===== config.mk =====
export PLATFORM = sky130hd
export DESIGN_NAME = digital_clk
export DESIGN_NICKNAME = d
export VERILOG_FILES = /design/src/rtl/digital_clk.sv
export SDC_FILE = /design/constraint.sdc
export NUM_CORES = 1
export LEC_CHECK = 0
export ABC_AREA = 1
export CAP_MARGIN = 40
export CORE_MARGIN = 2
export CORE_UTILIZATION = 48
export DETAILED_ROUTE_END_ITERATION = 16
export GPL_ROUTABILITY_DRIVEN = 0
export PLACE_DENSITY = 0.77
export RECOVER_POWER = 25
export SYNTH_ARGS = -nofsm -noshare
export SYNTH_HDL_FRONTEND = slang
export SYNTH_SLANG_ARGS = --single-unit
export TNS_END_PERCENT = 5

===== constraint.sdc =====
create_clock -name clk -period 1.6 [get_ports clk]
set_input_delay 0.16 -clock clk [delete_from_list [all_inputs] [get_ports clk]]
set_output_delay 0.16 -clock clk [all_outputs]
set_load 0.05 [all_outputs]

===== src/rtl/digital_clk.sv =====
// 24-hour time-of-day counter (seconds/minutes/hours) advanced by a prescaled second tick.
// Define DIGITAL_CLK_12H_EN to run hours in 12-hour format (12,1..11).
module digital_clk #(
  parameter int unsigned TICKS_PER_SEC = 1,
  parameter int unsigned HOURS_PER_DAY = 24
) (
  input  logic       clk,
  input  logic       rst,
  output logic [5:0] seconds,
  output logic [5:0] minutes,
  output logic [4:0] hours
);

  localparam int unsigned PW =
    (TICKS_PER_SEC > 1) ? $clog2(TICKS_PER_SEC) : 1;

`ifdef DIGITAL_CLK_12H_EN
  localparam logic [4:0] HR_RST = 5'd12;
`else
  localparam logic [4:0] HR_RST = 5'd0;
  localparam logic [4:0] HR_MAX = 5'(HOURS_PER_DAY - 1);
`endif

  logic       w_sec_tick;
  logic       w_sec_wrap;
  logic       w_min_wrap;
  logic [5:0] w_sec_nxt;
  logic [5:0] w_min_nxt;
  logic [4:0] w_hr_nxt;

  logic [5:0] r_sec;
  logic [5:0] r_min;
  logic [4:0] r_hr;

  generate
    if (TICKS_PER_SEC == 1) begin : g_nopre
      assign w_sec_tick = 1'b1;
    end else begin : g_pre
      localparam logic [PW-1:0] PRE_MAX = PW'(TICKS_PER_SEC - 1);
      logic [PW-1:0] r_pre;

      always_ff @(posedge clk or posedge rst) begin
        if (rst) begin
          r_pre <= '0;
        end else if (r_pre >= PRE_MAX) begin
          r_pre <= '0;
        end else begin
          r_pre <= r_pre + 1'b1;
        end
      end

      assign w_sec_tick = (r_pre >= PRE_MAX);
    end
  endgenerate

  // ">=" rather than "==" so any corrupted field recovers with a carry
  always_comb begin
    w_sec_wrap = (r_sec >= 6'd59);
    w_min_wrap = (r_min >= 6'd59);
    w_sec_nxt  = w_sec_wrap ? 6'd0 : r_sec + 6'd1;
    w_min_nxt  = w_min_wrap ? 6'd0 : r_min + 6'd1;
`ifdef DIGITAL_CLK_12H_EN
    if (r_hr == 5'd11) begin
      w_hr_nxt = 5'd12;
    end else if (r_hr >= 5'd12) begin
      w_hr_nxt = 5'd1;
    end else begin
      w_hr_nxt = r_hr + 5'd1;
    end
`else
    w_hr_nxt = (r_hr >= HR_MAX) ? 5'd0 : r_hr + 5'd1;
`endif
  end

  always_ff @(posedge clk or posedge rst) begin
    if (rst) begin
      r_sec <= 6'd0;
      r_min <= 6'd0;
      r_hr  <= HR_RST;
    end else if (w_sec_tick) begin
      r_sec <= w_sec_nxt;
      if (w_sec_wrap) begin
        r_min <= w_min_nxt;
        if (w_min_wrap) begin
          r_hr <= w_hr_nxt;
        end
      end
    end
  end

  assign seconds = r_sec;
  assign minutes = r_min;
  assign hours   = r_hr;

endmodule


Word-level counts from Yosys, hierarchy flattened
Index checks and enable logic that the tools add are counted.
- add/subtract/negate cells: 3
- order comparisons: 3
- muxes and demuxes: 3
- reduce and logical (&&, ||, !) cells: 1
- operators by type and width (operator ; number):
    $add 6x1->6 const B ; 2
    $ge 6x6->1 const B ; 2
    $mux 6 ; 2
    $add 5x1->5 const B ; 1
    $ge 5x5->1 const B ; 1
    $mux 5 ; 1
    $reduce_and 2->1 ; 1
- bits in registers: 17
- bits of input ports: 2
- logic and storage cells: 13

Depth between registers and ports, before layout
- word-level depth: 2
- gate-level depth with buffers: 8

Worst setup path after synthesis
No wires, ideal clock.
- path kind: register to register
- from: register r_sec[0] (netlist: seconds[0])
- to: register r_hr[0] (netlist: hours[0])
- setup time: 118 ps
- data arrival time: 1452 ps
- data required time: 1482 ps
- slack: 30 ps
- cell stages (with the launch flop): 7
- buffers on the path: 0
- period minus slack after synthesis: 1570 ps
- cell sequence: dfrtp_1 ha_1 nor2_2 nor2_4 o211ai_1 nand2_1 nand2_1
- cells in the longest elaborated chain, start to end: 2
- ends and longest elaborated chain (item ; line ; text):
    from (decl) ; 31 ; logic [5:0] r_sec;
    from (signal assigned) ; 81 ; r_sec <= w_sec_nxt;
    $ge 6x6->1 ; 58 ; w_sec_wrap = (r_sec >= 6'd59);
    $reduce_and 2->1 (no line) ; n/a ;
    to (signal assigned) ; 85 ; r_hr <= w_hr_nxt;
    to (decl) ; 33 ; logic [4:0] r_hr;
Every way passes these cells.
A chain may end at the register's enable or synchronous reset.

Worst setup path in the final report
Same ends and word-level chain as after synthesis.

==> results.sh <==
export IMPL_synth_edf_count=0
export IMPL_dp_cells=145
export IMPL_maxCapViolations=0
export IMPL_die_area_sq_um=2160
export IMPL_cts_root_buffer="clkbuf_4"
export IMPL_fin_util_pct=61.9
export IMPL_ys_flop_type="dfrtp_1"
export IMPL_grt_max_degree=18
export IMPL_diodes=0
export IMPL_r2r_cells=6
export IMPL_p_leak_nw=0.562
export IMPL_crit_top_cell="nand2_1"
export IMPL_min_path_type="flop to flop"
export IMPL_cp_cell_sequence="ha_1 -> nor2_2 -> nor2_4 -> o211ai_1 -> nand2_1 -> nand2_1"
export IMPL_synth_largest_area_cell="dfrtp_1"
export IMPL_min_period_ps=1440
export IMPL_r2r_slack_ps=160
export IMPL_vias=718
export IMPL_slew_limit_headroom_pct=42.8
export IMPL_grt_total_usage_pct=18.3
export IMPL_h_tree_depth=1
export IMPL_synth_most_common_cell="nand2_1"
export IMPL_cp_startpoint="seconds[0]"
export IMPL_cp_top_family="simple AND/OR/NAND/NOR gates"
export IMPL_clkSinkCount=17
export IMPL_clkTransAtPathRegs_ps=100
export IMPL_r2r_end="hours[0]"
export IMPL_yosys_top_cells_count="26 x nand2_1, 17 x dfrtp_1, 15 x nand3_1"
export IMPL_crit_buf_inv=0
export IMPL_netlist_area_sq_um=866
export IMPL_final_nets=130
export IMPL_viasPerCell=4.82
export IMPL_peakVddDrop_v=0.000526
export IMPL_r2r_start="seconds[0]"
export IMPL_slew_viol_final=0
export IMPL_synth_area_leaders="dfrtp_1 49%, nand2_1 11%, nand3_1 8.7%"
export IMPL_cellPowerDensity_nw_per_um2=634
export IMPL_die_y_um=46.5
export IMPL_overflow=0
export IMPL_multi_input_area_sq_um=392
export IMPL_synth_seq_cells=17
export IMPL_drcViolationCount=0
export IMPL_num_io_pins=19
export IMPL_portBuffers=18
export IMPL_area_growth_pct=22.1
export IMPL_cp_end_kind="flop"
export IMPL_path_max_fanout=14
export IMPL_cp_start_kind="flop"
export IMPL_rsz0062_at_grt="false"
export IMPL_cp_required_ps=1790
export IMPL_tritoncts="done"
export IMPL_first_iter_violations=10
export IMPL_ant_nets=0
export IMPL_yosysUniqueCellTypes=20
export IMPL_synthArstFlopShare_pct=100
export IMPL_tightest_slew_ps=858
export IMPL_syn_avg_cell_area_sq_um=8.49
export IMPL_start_util_pct=50.7
export IMPL_yosys_warnings=0
export IMPL_crit_path_top_delay_cell="dfrtp_1"
export IMPL_hold_violations=0
export IMPL_crit_end="hours[0]"
export IMPL_cp_arrival_ps=1630
export IMPL_critical_path_max_stage_delay_ps=390
export IMPL_worst_path_stages=6
export IMPL_dr_pass1_iters=4
export IMPL_fin_worst_skew_ps=5.21
export IMPL_layout_cells_non_filler=149
export IMPL_synthCells=102
export IMPL_holdPathStages=1
export IMPL_grt_pass1_wl_um=2750
export IMPL_drive_gt1_share_pct=21.0
export IMPL_setup_violations=0
export IMPL_ys_seq_area_share_pct=49.1
export IMPL_rows=15
export IMPL_antenna_found_initial=0
export IMPL_clock_latency_ps=290
export IMPL_wl_per_cell_um=10.6
export IMPL_status="completed"
export IMPL_grt_pass1_vias=639
export IMPL_cts_inserted_buffers=3
export IMPL_post_route_period_util_pct=89.8
export IMPL_synth_top_area_share_pct=49.1
export IMPL_max_freq_ghz=0.696
export IMPL_syn_nets=107
export IMPL_tns_ps=0
export IMPL_core_area_sq_um=1710
export IMPL_power_mw=0.670
export IMPL_post_cts_buffers=0
export IMPL_clock_path_buffers=2
export IMPL_fp_dieW_um=46.5
export IMPL_final_fill_count=151
export IMPL_crit_type="flop to flop"
export IMPL_seqCellArea_sq_um=425
export IMPL_dp_hpwl_um=1220
export IMPL_routed_wirelength_um=1580
worst min path at each step:
| stage | startpoint | to | slack, ps |
|---|---|---|---|
| detailed placement | seconds[0] | seconds[0] | 490 |
| finish | seconds[0] | seconds[0] | 490 |
| global route | seconds[0] | seconds[0] | 530 |
| floorplan | rst | hours[0] | 90 |
| CTS | rst | hours[4] | 170 |
| global placement | seconds[0] | seconds[0] | 470 |
through the flow:
step           setup WS, ps  hold slack [ps]  cell area [sq um]
6_report                162              492               1060
2_1_floorplan          29.9             86.1                866
5_1_grt                10.3              529               1060
3_3_place_gp            168              471               1030
4_1_cts                 120              172               1060
3_5_place_dp            141              485               1030
sequential cells by signal, summed over array words and instances, names as in the netlist:
register / flops
minutes: 6
hours: 5
seconds: 6
layout by cell type, fill, tap and decap left out, drive strengths merged:
cell type	n
a21oi	2
buf	17
clkbuf	5
dfrtp	17
dlygate4sd3	1
ha	3
inv	11
nand2	26
nand3	15
nand4	1
nor2	15
nor3b	1
o211ai	1
o21ai	4
o21bai	2
xnor2	1
xor2	2
logic make-up after synthesis:
logic type,after synthesis,share of synthesized area [%]
AND/OR/NAND/NOR,58,31.4
XOR/XNOR,3,3.04
AO/OA/AOI/OAI,9,6.50
buffers and inverters,12,5.64
adder cells (fa/ha/maj),3,4.34
flip-flops,17,49.1
power breakdown:
part / internal, mW / switching [mW] / total, mW
combinational: 0.00226 / 0.00806 / 0.0103
clock: 0.0971 / 0.133 / 0.231
sequential: 0.429 / 0 / 0.429
cell type report:
class	count	area share, %
flip-flops and latches	17	40.2
multi-input cells	73	37.0
repair buffers	19	13.4
inverters	11	3.91
well taps	25	2.96
clock buffers	4	2.49
timing repair:
item,in CTS,in global routing
hold buffers,0,0
resized for setup,0,0
endpoints found under the setup margin,0,3
metal layers:
| layer | GRT usage, % | wire, um | vias up |
|---|---|---|---|
| met5 | 0 | 0 | - |
| met4 | 10.3 | 38 | 0 |
| met3 | 2.35 | 70 | 5 |
| met2 | 25.8 | 715 | 15 |
| met1 | 26.8 | 760 | 322 |
| li1 | - | - | 376 |
(Power assumes the default switching activity.)
